==> src/rtl/uart_rx_fifo.sv <==
`default_nettype none
// +----------------------------------------------------------------------------+
// | Module      : uart_rx_fifo                                                 |
// | Description : Receive buffer behind the UART receiver. Detects rising      |
// |               edges of the receiver's level-type ready flag, pushes the    |
// |               received byte into a circular FIFO, and pops bytes on a      |
// |               single-cycle read strobe from the bus side.                  |
// | Parameters  : DEPTH_LOG2  log2 of FIFO depth (1..8, default 4 = 16 bytes)  |
// | Ports       : clk, rst            clock, synchronous active-high reset     |
// |               rxData, rxReady     byte and ready level from the receiver   |
// |               rdEn                pop strobe                               |
// |               rdData, rdValid     registered popped byte and its pulse     |
// |               empty, full, count  occupancy status                         |
// |               overrun, ovrClr     sticky drop flag and its clear           |
// | Option      : define UART_RX_OVERRUN_EN to build the overrun flag;         |
// |               otherwise overrun is tied 0 and ovrClr is ignored.           |
// | Revision    : 1.0  initial release                                         |
// +----------------------------------------------------------------------------+
module uart_rx_fifo #(
   parameter int DEPTH_LOG2 = 4
) (
   input  logic                  clk,
   input  logic                  rst,
   input  logic [7:0]            rxData,
   input  logic                  rxReady,
   input  logic                  rdEn,
   output logic [7:0]            rdData,
   output logic                  rdValid,
   output logic                  empty,
   output logic                  full,
   output logic [DEPTH_LOG2:0]   count,
   output logic                  overrun,
   input  logic                  ovrClr
);

   localparam int                    c_DEPTH      = 1 << DEPTH_LOG2;
   localparam logic [DEPTH_LOG2:0]   c_FULL_COUNT = {1'b1, {DEPTH_LOG2{1'b0}}};
   localparam logic [DEPTH_LOG2-1:0] c_PTR_ONE    = DEPTH_LOG2'(1);
   localparam logic [DEPTH_LOG2:0]   c_CNT_ONE    = (DEPTH_LOG2 + 1)'(1);

   logic [7:0]            r_mem [0:c_DEPTH-1];
   logic [DEPTH_LOG2-1:0] r_wr_ptr;
   logic [DEPTH_LOG2-1:0] r_rd_ptr;
   logic [DEPTH_LOG2:0]   r_count;
   logic [7:0]            r_rd_data;
   logic                  r_rd_valid;
   logic                  r_ready_d;

   logic                  w_push;
   logic                  w_pop;
   logic                  w_full;
   logic                  w_empty;
   logic                  w_wr;
   logic                  w_drop;

   assign w_empty = (r_count == '0);
   assign w_full  = (r_count == c_FULL_COUNT);
   assign w_push  = rxReady & ~r_ready_d;
   assign w_pop   = rdEn & ~w_empty;
   // When full, a same-cycle pop frees the slot the write pointer lands on;
   // the read samples the old contents before the write takes effect.
   assign w_wr    = w_push & (~w_full | w_pop);
   assign w_drop  = w_push & w_full & ~w_pop;

   // Edge register resets to 1 so a ready level held across reset is not a new byte.
   always_ff @(posedge clk) begin
      if (rst) begin
         r_ready_d <= 1'b1;
      end else begin
         r_ready_d <= rxReady;
      end
   end

   // Storage array carries no reset.
   always_ff @(posedge clk) begin
      if (w_wr) begin
         r_mem[r_wr_ptr] <= rxData;
      end
   end

   always_ff @(posedge clk) begin
      if (rst) begin
         r_wr_ptr   <= '0;
         r_rd_ptr   <= '0;
         r_count    <= '0;
         r_rd_data  <= '0;
         r_rd_valid <= 1'b0;
      end else begin
         r_rd_valid <= w_pop;
         if (w_wr) begin
            r_wr_ptr <= r_wr_ptr + c_PTR_ONE;
         end
         if (w_pop) begin
            r_rd_ptr  <= r_rd_ptr + c_PTR_ONE;
            r_rd_data <= r_mem[r_rd_ptr];
         end
         case ({w_wr, w_pop})
            2'b10:   r_count <= r_count + c_CNT_ONE;
            2'b01:   r_count <= r_count - c_CNT_ONE;
            default: r_count <= r_count;
         endcase
      end
   end

`ifdef UART_RX_OVERRUN_EN
   logic r_overrun;

   // Set takes priority over clear.
   always_ff @(posedge clk) begin
      if (rst) begin
         r_overrun <= 1'b0;
      end else if (w_drop) begin
         r_overrun <= 1'b1;
      end else if (ovrClr) begin
         r_overrun <= 1'b0;
      end
   end

   assign overrun = r_overrun;
`else
   logic w_unused_ovr;
   assign w_unused_ovr = &{1'b0, ovrClr, w_drop};
   assign overrun      = 1'b0;
`endif

   assign rdData  = r_rd_data;
   assign rdValid = r_rd_valid;
   assign empty   = w_empty;
   assign full    = w_full;
   assign count   = r_count;

endmodule
`default_nettype wire

==> config.mk <==
export PLATFORM = sky130hd
export DESIGN_NAME = uart_rx_fifo
export DESIGN_NICKNAME = d
export VERILOG_FILES = /design/src/rtl/uart_rx_fifo.sv
export SDC_FILE = /design/constraint.sdc
export NUM_CORES = 1
export LEC_CHECK = 0
export ABC_AREA = 0
export BUFFER_PORTS_ARGS = -buffer_cell sky130_fd_sc_hd__buf_2
export CAP_MARGIN = 10
export CORE_ASPECT_RATIO = 1.1
export CORE_UTILIZATION = 35
export DETAILED_ROUTE_END_ITERATION = 10
export SLEW_MARGIN = 10
export SYNTH_ARGS = -nofsm -noshare
export SYNTH_HDL_FRONTEND = slang
export SYNTH_SLANG_ARGS = --single-unit
==> constraint.sdc <==
create_clock -name clk -period 8.25 [get_ports clk]
set_input_delay 1.2375 -clock clk [delete_from_list [all_inputs] [get_ports clk]]
set_output_delay 1.2375 -clock clk [all_outputs]
set_load 0.005 [all_outputs]
# [Yosys cells after proc, flatten, opt, wreduce, memory -nomap -nowiden]
# Memory sizes are Yosys's and may differ from the RTL's. A register that Yosys moved wholly into a read port is not among the register bits.
# Index checks and enable logic that the tools add are counted.
[word_totals] inputBits=13 output_inout_bits=17 wordCells=25 ff_bits=15 memories=1 ram_bits=128
[op_classes] n_mux=3 n_eq_ne=3 add_sub_neg=4 reduce_logical=2 bitwise_logic=7
[mem_list] memory="r_mem" depth=16 word_bits=8 rd=1 rd_ports_with_merged_regs=1 wr=1 line="41" rtl="logic [7:0] r_mem [0:c_DEPTH-1];"
[op_table] op="5-bit one-hot mux with 2 select lines" n=1
[op_table] op="4-bit by 1-bit adder with 4-bit output, second input constant" n=2
[op_table] op="5-bit by 1-bit adder with 5-bit output, second input constant" n=1
[op_table] op="5-bit == test, second input constant" n=1
[op_table] op="5-bit logical NOT" n=1
[op_table] op="5-bit by 1-bit subtractor with 5-bit output, second input constant" n=1
[op_table] op="1-bit AND" n=3
[op_table] op="1-bit NOT" n=3
[op_table] op="2-bit by 1-bit == test with 1-bit output, second input constant" n=1
[op_table] op="2-bit == test, second input constant" n=1
[op_table] op="1-bit 2-to-1 mux" n=2
[op_table] op="2-bit nonzero test" n=1
[op_table] op="1-bit bitwise OR" n=1

# [Longest topological paths before layout]
[depth] depth_word=7 ltp_mapped=11 ltp_nobuf=10

# [Least setup slack after synthesis]
# No wires, ideal clock.
[synth_path] path_type="input to register" start="in rxReady" end="reg r_count[4], in the netlist count[4]" path_buffers=1 setup_ps=132 t_arrival_ps=2913 path_stages=9 setup_slack_ps=5205 t_required_ps=8118 path_cell_list="nand2b_1 > clkbuf_1 > nand2_1 > fa_1 > nor2b_1 > o21ai_0 > a211o_1 > a32oi_1 > a21oi_1"
[synth_via] elab_chain_len=4 word_cells_on_any_way=6 classes_between="eq/ne (2); mux (1); bitwise (2); reduce/logical (1)"
[synth_lines] element="from (decl)" line="25" rtl="input logic rxReady,"
[synth_lines] element="1-bit AND *" line="58" rtl="assign w_push = rxReady & ~r_ready_d;"
[synth_lines] element="1-bit AND *" line="62" rtl="assign w_wr = w_push & (~w_full | w_pop);"
[synth_lines] element="2-bit by 1-bit == test with 1-bit output or 2-bit == test (tied branches)" line="97" rtl="case ({w_wr, w_pop})"
[synth_lines] element="5-bit one-hot mux with 2 select lines or 2-bit nonzero test (tied branches)"
[synth_lines] element="to (signal assigned)" line="98" rtl="2'b10: r_count <= r_count + c_CNT_ONE;"
[synth_lines] element="to (signal assigned)" line="99" rtl="2'b01: r_count <= r_count - c_CNT_ONE;"
[synth_lines] element="to (signal assigned)" line="100" rtl="default: r_count <= r_count;"
[synth_lines] element="to (decl)" line="44" rtl="logic [DEPTH_LOG2:0] r_count;"
# Every way passes the cells marked *; elsewhere a longest branch is shown, timed or not.
# A chain may end at the register's enable or synchronous reset.

# [Final worst setup path]
[layout_path] start="in rdEn" end="reg r_count[4], in the netlist count[4]"
[layout_via] elab_chain_len=5 word_cells_on_any_way=7 classes_between="eq/ne (2); mux (1); bitwise (3); reduce/logical (1)"
[layout_lines] element="from (decl)" line="26" rtl="input logic rdEn,"
[layout_lines] element="1-bit AND *" line="59" rtl="assign w_pop = rdEn & ~w_empty;"
[layout_lines] element="1-bit bitwise OR" line="62"
[layout_lines] element="1-bit AND" line="62"
[layout_lines] element="2-bit by 1-bit == test with 1-bit output or 2-bit == test (tied branches)" line="97"
[layout_lines] element="5-bit one-hot mux with 2 select lines or 2-bit nonzero test (tied branches)"
# Marked as above.

==> results.sh <==
export IMPL_outcome="finished clean"
export IMPL_die_height_um=140
export IMPL_fmax_mhz=341
export IMPL_ant_nets=0
export IMPL_grt_max_degree=51
export IMPL_core_rowCount=49
export IMPL_design_area_um2=7010
export IMPL_clockPowerShare=0.383
export IMPL_routedWlPerCell_um=18.8
export IMPL_io_buffers=27
export IMPL_synth_main_ff_cell="edfxtp_1"
export IMPL_via_per_inst=4.91
export IMPL_max_cap_viol_count=0
export IMPL_p_comb_frac=0.192
export IMPL_reg2reg_depth=10
export IMPL_firstDrtPassIters=5
export IMPL_die_w_um=127
export IMPL_drt_wl_total_um=12100
export IMPL_clkTransAtPathRegs_ns=0.06
export IMPL_ios=30
export IMPL_ctsResizeCount=0
export IMPL_antennaDiodeCount=0
export IMPL_min_delay_path_depth=2
export IMPL_relSlewSlack=0.447
export IMPL_finClkSkew_ns=0.00800
export IMPL_cp_arrival_ns=3.22
export IMPL_fin_nets=422
export IMPL_syn_nets=391
export IMPL_ys_types=40
export IMPL_ys_top_cells_by_area="edfxtp_1, dfxtp_1, mux2i_1"
export IMPL_async_reset_ff_frac=0
export IMPL_drc=0
export IMPL_required_ns=8.53
export IMPL_placed_area_um2=6390
export IMPL_syn_to_final_growth_pct=16.4
export IMPL_clock_latency_ns=0.42
export IMPL_worstSetupPathType="input port to flop"
export IMPL_synth_area_leader_cell="edfxtp_1"
export IMPL_worst_path_stages=10
export IMPL_grtUsageTotal=0.147
export IMPL_final_core_util=0.422
export IMPL_slowest_delay_ns=0.37
export IMPL_ys_top_cells_by_count="edfxtp_1, nor2_1, mux2i_1"
export IMPL_vias=3142
export IMPL_final_cells=640
export IMPL_power_density_nw_per_um2=300
export IMPL_worstMarginPinSlew_ns=0.826
export IMPL_syn_avg_cell_area_um2=16.3
export IMPL_grt_pass1_vias=3216
export IMPL_worst_hold_path_type="flop to flop"
export IMPL_synth_cells=369
export IMPL_cts_buffers=17
export IMPL_finalHoldViolCount=0
export IMPL_end_kind="flop"
export IMPL_power_switching_mw=0.531
export IMPL_die_area_um2=17700
export IMPL_start_util=0.363
export IMPL_rsz0062_at_grt="false"
export IMPL_ys_seq_area_frac=0.714
export IMPL_gp_congestion=0.788
export IMPL_ys_ff_latch=151
export IMPL_gr_total_overflow=0
export IMPL_period_needed_ns=2.94
export IMPL_setup_viol=0
export IMPL_core_area_um2=16600
export IMPL_cellLeakagePower_nw=2.26
export IMPL_vdd_drop_max_uv=195
export IMPL_cts_buffer_depth=2
export IMPL_multi_input_area_um2=1600
export IMPL_grt_antenna_before_repair=0
export IMPL_p_sw_frac=0.252
export IMPL_slew_viol_final=0
export IMPL_dp_hpwl_um=7550
export IMPL_postCtsSetupRepairBufs=0
export IMPL_clock_sinks=151
export IMPL_drt_initial_drc_count=229
export IMPL_drive_gt1_frac=0.197
export IMPL_syn_area_um2=6030
export IMPL_final_seq_area_um2=4310
export IMPL_worst_path_buf_inv=2
export IMPL_ctsHtreeMaxLevel=4
export IMPL_timing_critical_path_cells="buf_2, o21a_4, nand2_1, inv_1, ha_1, nor2b_1, o21ai_0, nand4_1, a32oi_1, a21oi_1"
export IMPL_intPower_mw=1.57
export IMPL_root_buffer="clkbuf_16"
export IMPL_synth_most_common_cell="edfxtp_1"
export IMPL_worstPathMaxFanout=22
export IMPL_fill_cells=1444
export IMPL_yosysWarnings=0
export IMPL_crit_slowest_cell="o21ai_0"
export IMPL_cts_tree="built"
export IMPL_start_kind="input port"
export IMPL_fin_crit_sh=0.356
export IMPL_yosys_area_top_type_share=0.638
export IMPL_placed_cells=609
export IMPL_synth_edf_count=128
export IMPL_critical_path_top_delay_family="compound AO/OA/AOI/OAI gates"
export IMPL_ctsHoldBuffers=0
export IMPL_grt_pass1_wl_um=18500
export IMPL_seq_power_share=0.425
export IMPL_fin_tns_setup_ns=0
layout make-up:
class,count,area share
clock buffers,18,0.0612
clock inverters,12,0.0262
inverters,7,0.00375
multi-input cells,190,0.229
flip-flops and latches,151,0.614
well taps,229,0.0409
repair buffers,33,0.0253
power groups by stage:
stage,sequential [mW],clock (mW),combinational [mW]
after global placement,0.909,0,0.398
after floorplan,0.909,0,0.287
after CTS,0.895,0.817,0.410
final,0.896,0.806,0.403
after global routing,0.901,0.850,0.449
after detailed placement,0.911,0,0.408
routing by layer:
layer / vias to the layer above / share of wire / GRT usage
met5: - / 0 / 0
met4: 0 / 0.013 / 0.0620
met3: 9 / 0.052 / 0.0442
met2: 73 / 0.49 / 0.232
met1: 1570 / 0.45 / 0.188
li1: 1490 / - / -
placed cells by master (no fill, tap or decap), types with 2 or more instances in the layout:
master,count
buf_4,5
xnor2_1,5
a311oi_1,8
clkbuf_16,17
nor2b_1,4
inv_1,7
nor2_1,42
nand4_1,3
nand2_1,8
bufinv_16,5
o22ai_1,16
a21o_1,2
nand2b_1,3
a22oi_1,8
clkinv_2,3
xor2_1,4
clkinv_1,3
nand3_1,2
dfxtp_1,22
nor3_1,5
mux4_2,16
a21oi_1,4
buf_2,28
ha_1,8
mux2i_1,36
edfxtp_1,128
stage by stage:
| step | hold slack, ns | setup WS (ns) | power [mW] |
|---|---|---|---|
| after floorplan | 0.487 | 5.21 | 1.20 |
| after global placement | 0.495 | 4.70 | 1.31 |
| after detailed placement | 0.489 | 4.59 | 1.32 |
| after CTS | 0.497 | 5.02 | 2.12 |
| after global routing | 0.521 | 5.15 | 2.20 |
| final | 0.497 | 5.31 | 2.11 |
worst min-delay path: stages (launching register included):
cell and delay (ns):
dfxtp_1 0.31, nor2_1 0.09, a311oi_1 0.05
cells by family (layout without fill, tap and decap cells):
| logic type | after synthesis | after routing | synth area share |
|---|---|---|---|
| xor gates and xnor gates | 9 | 9 | 0.0131 |
| muxes | 53 | 53 | 0.123 |
| DFF | 151 | 151 | 0.714 |
| buffers and inverters | 28 | 70 | 0.0197 |
| other | 1 | 1 | 0.000622 |
| and+or+nand+nor | 74 | 74 | 0.0556 |
| adders and majority gates | 9 | 9 | 0.0199 |
| AOI/OAI and AO/OA | 44 | 44 | 0.0536 |
flip-flops by register name, indices dropped and copies added (netlist names):
name / cells
r_rd_ptr: 4
rdValid: 1
count: 5
rdData: 8
r_ready_d: 1
r_wr_ptr: 4
r_mem: 128
final timing paths:
| check | from | end | slack, ns |
|---|---|---|---|
| worst max register to register | count[0]$_SDFFE_PP0P_ | count[4]$_SDFFE_PP0P_ | 5.34 |
| worst min-delay path | rdData[1]$_SDFFE_PP0P_ | rdData[1]$_SDFFE_PP0P_ | 0.50 |
| worst min register to register | rdData[1]$_SDFFE_PP0P_ | rdData[1]$_SDFFE_PP0P_ | 0.50 |
| worst max-delay path | rdEn | count[4]$_SDFFE_PP0P_ | 5.31 |
Note: power is estimated with default switching activity, not from simulation.
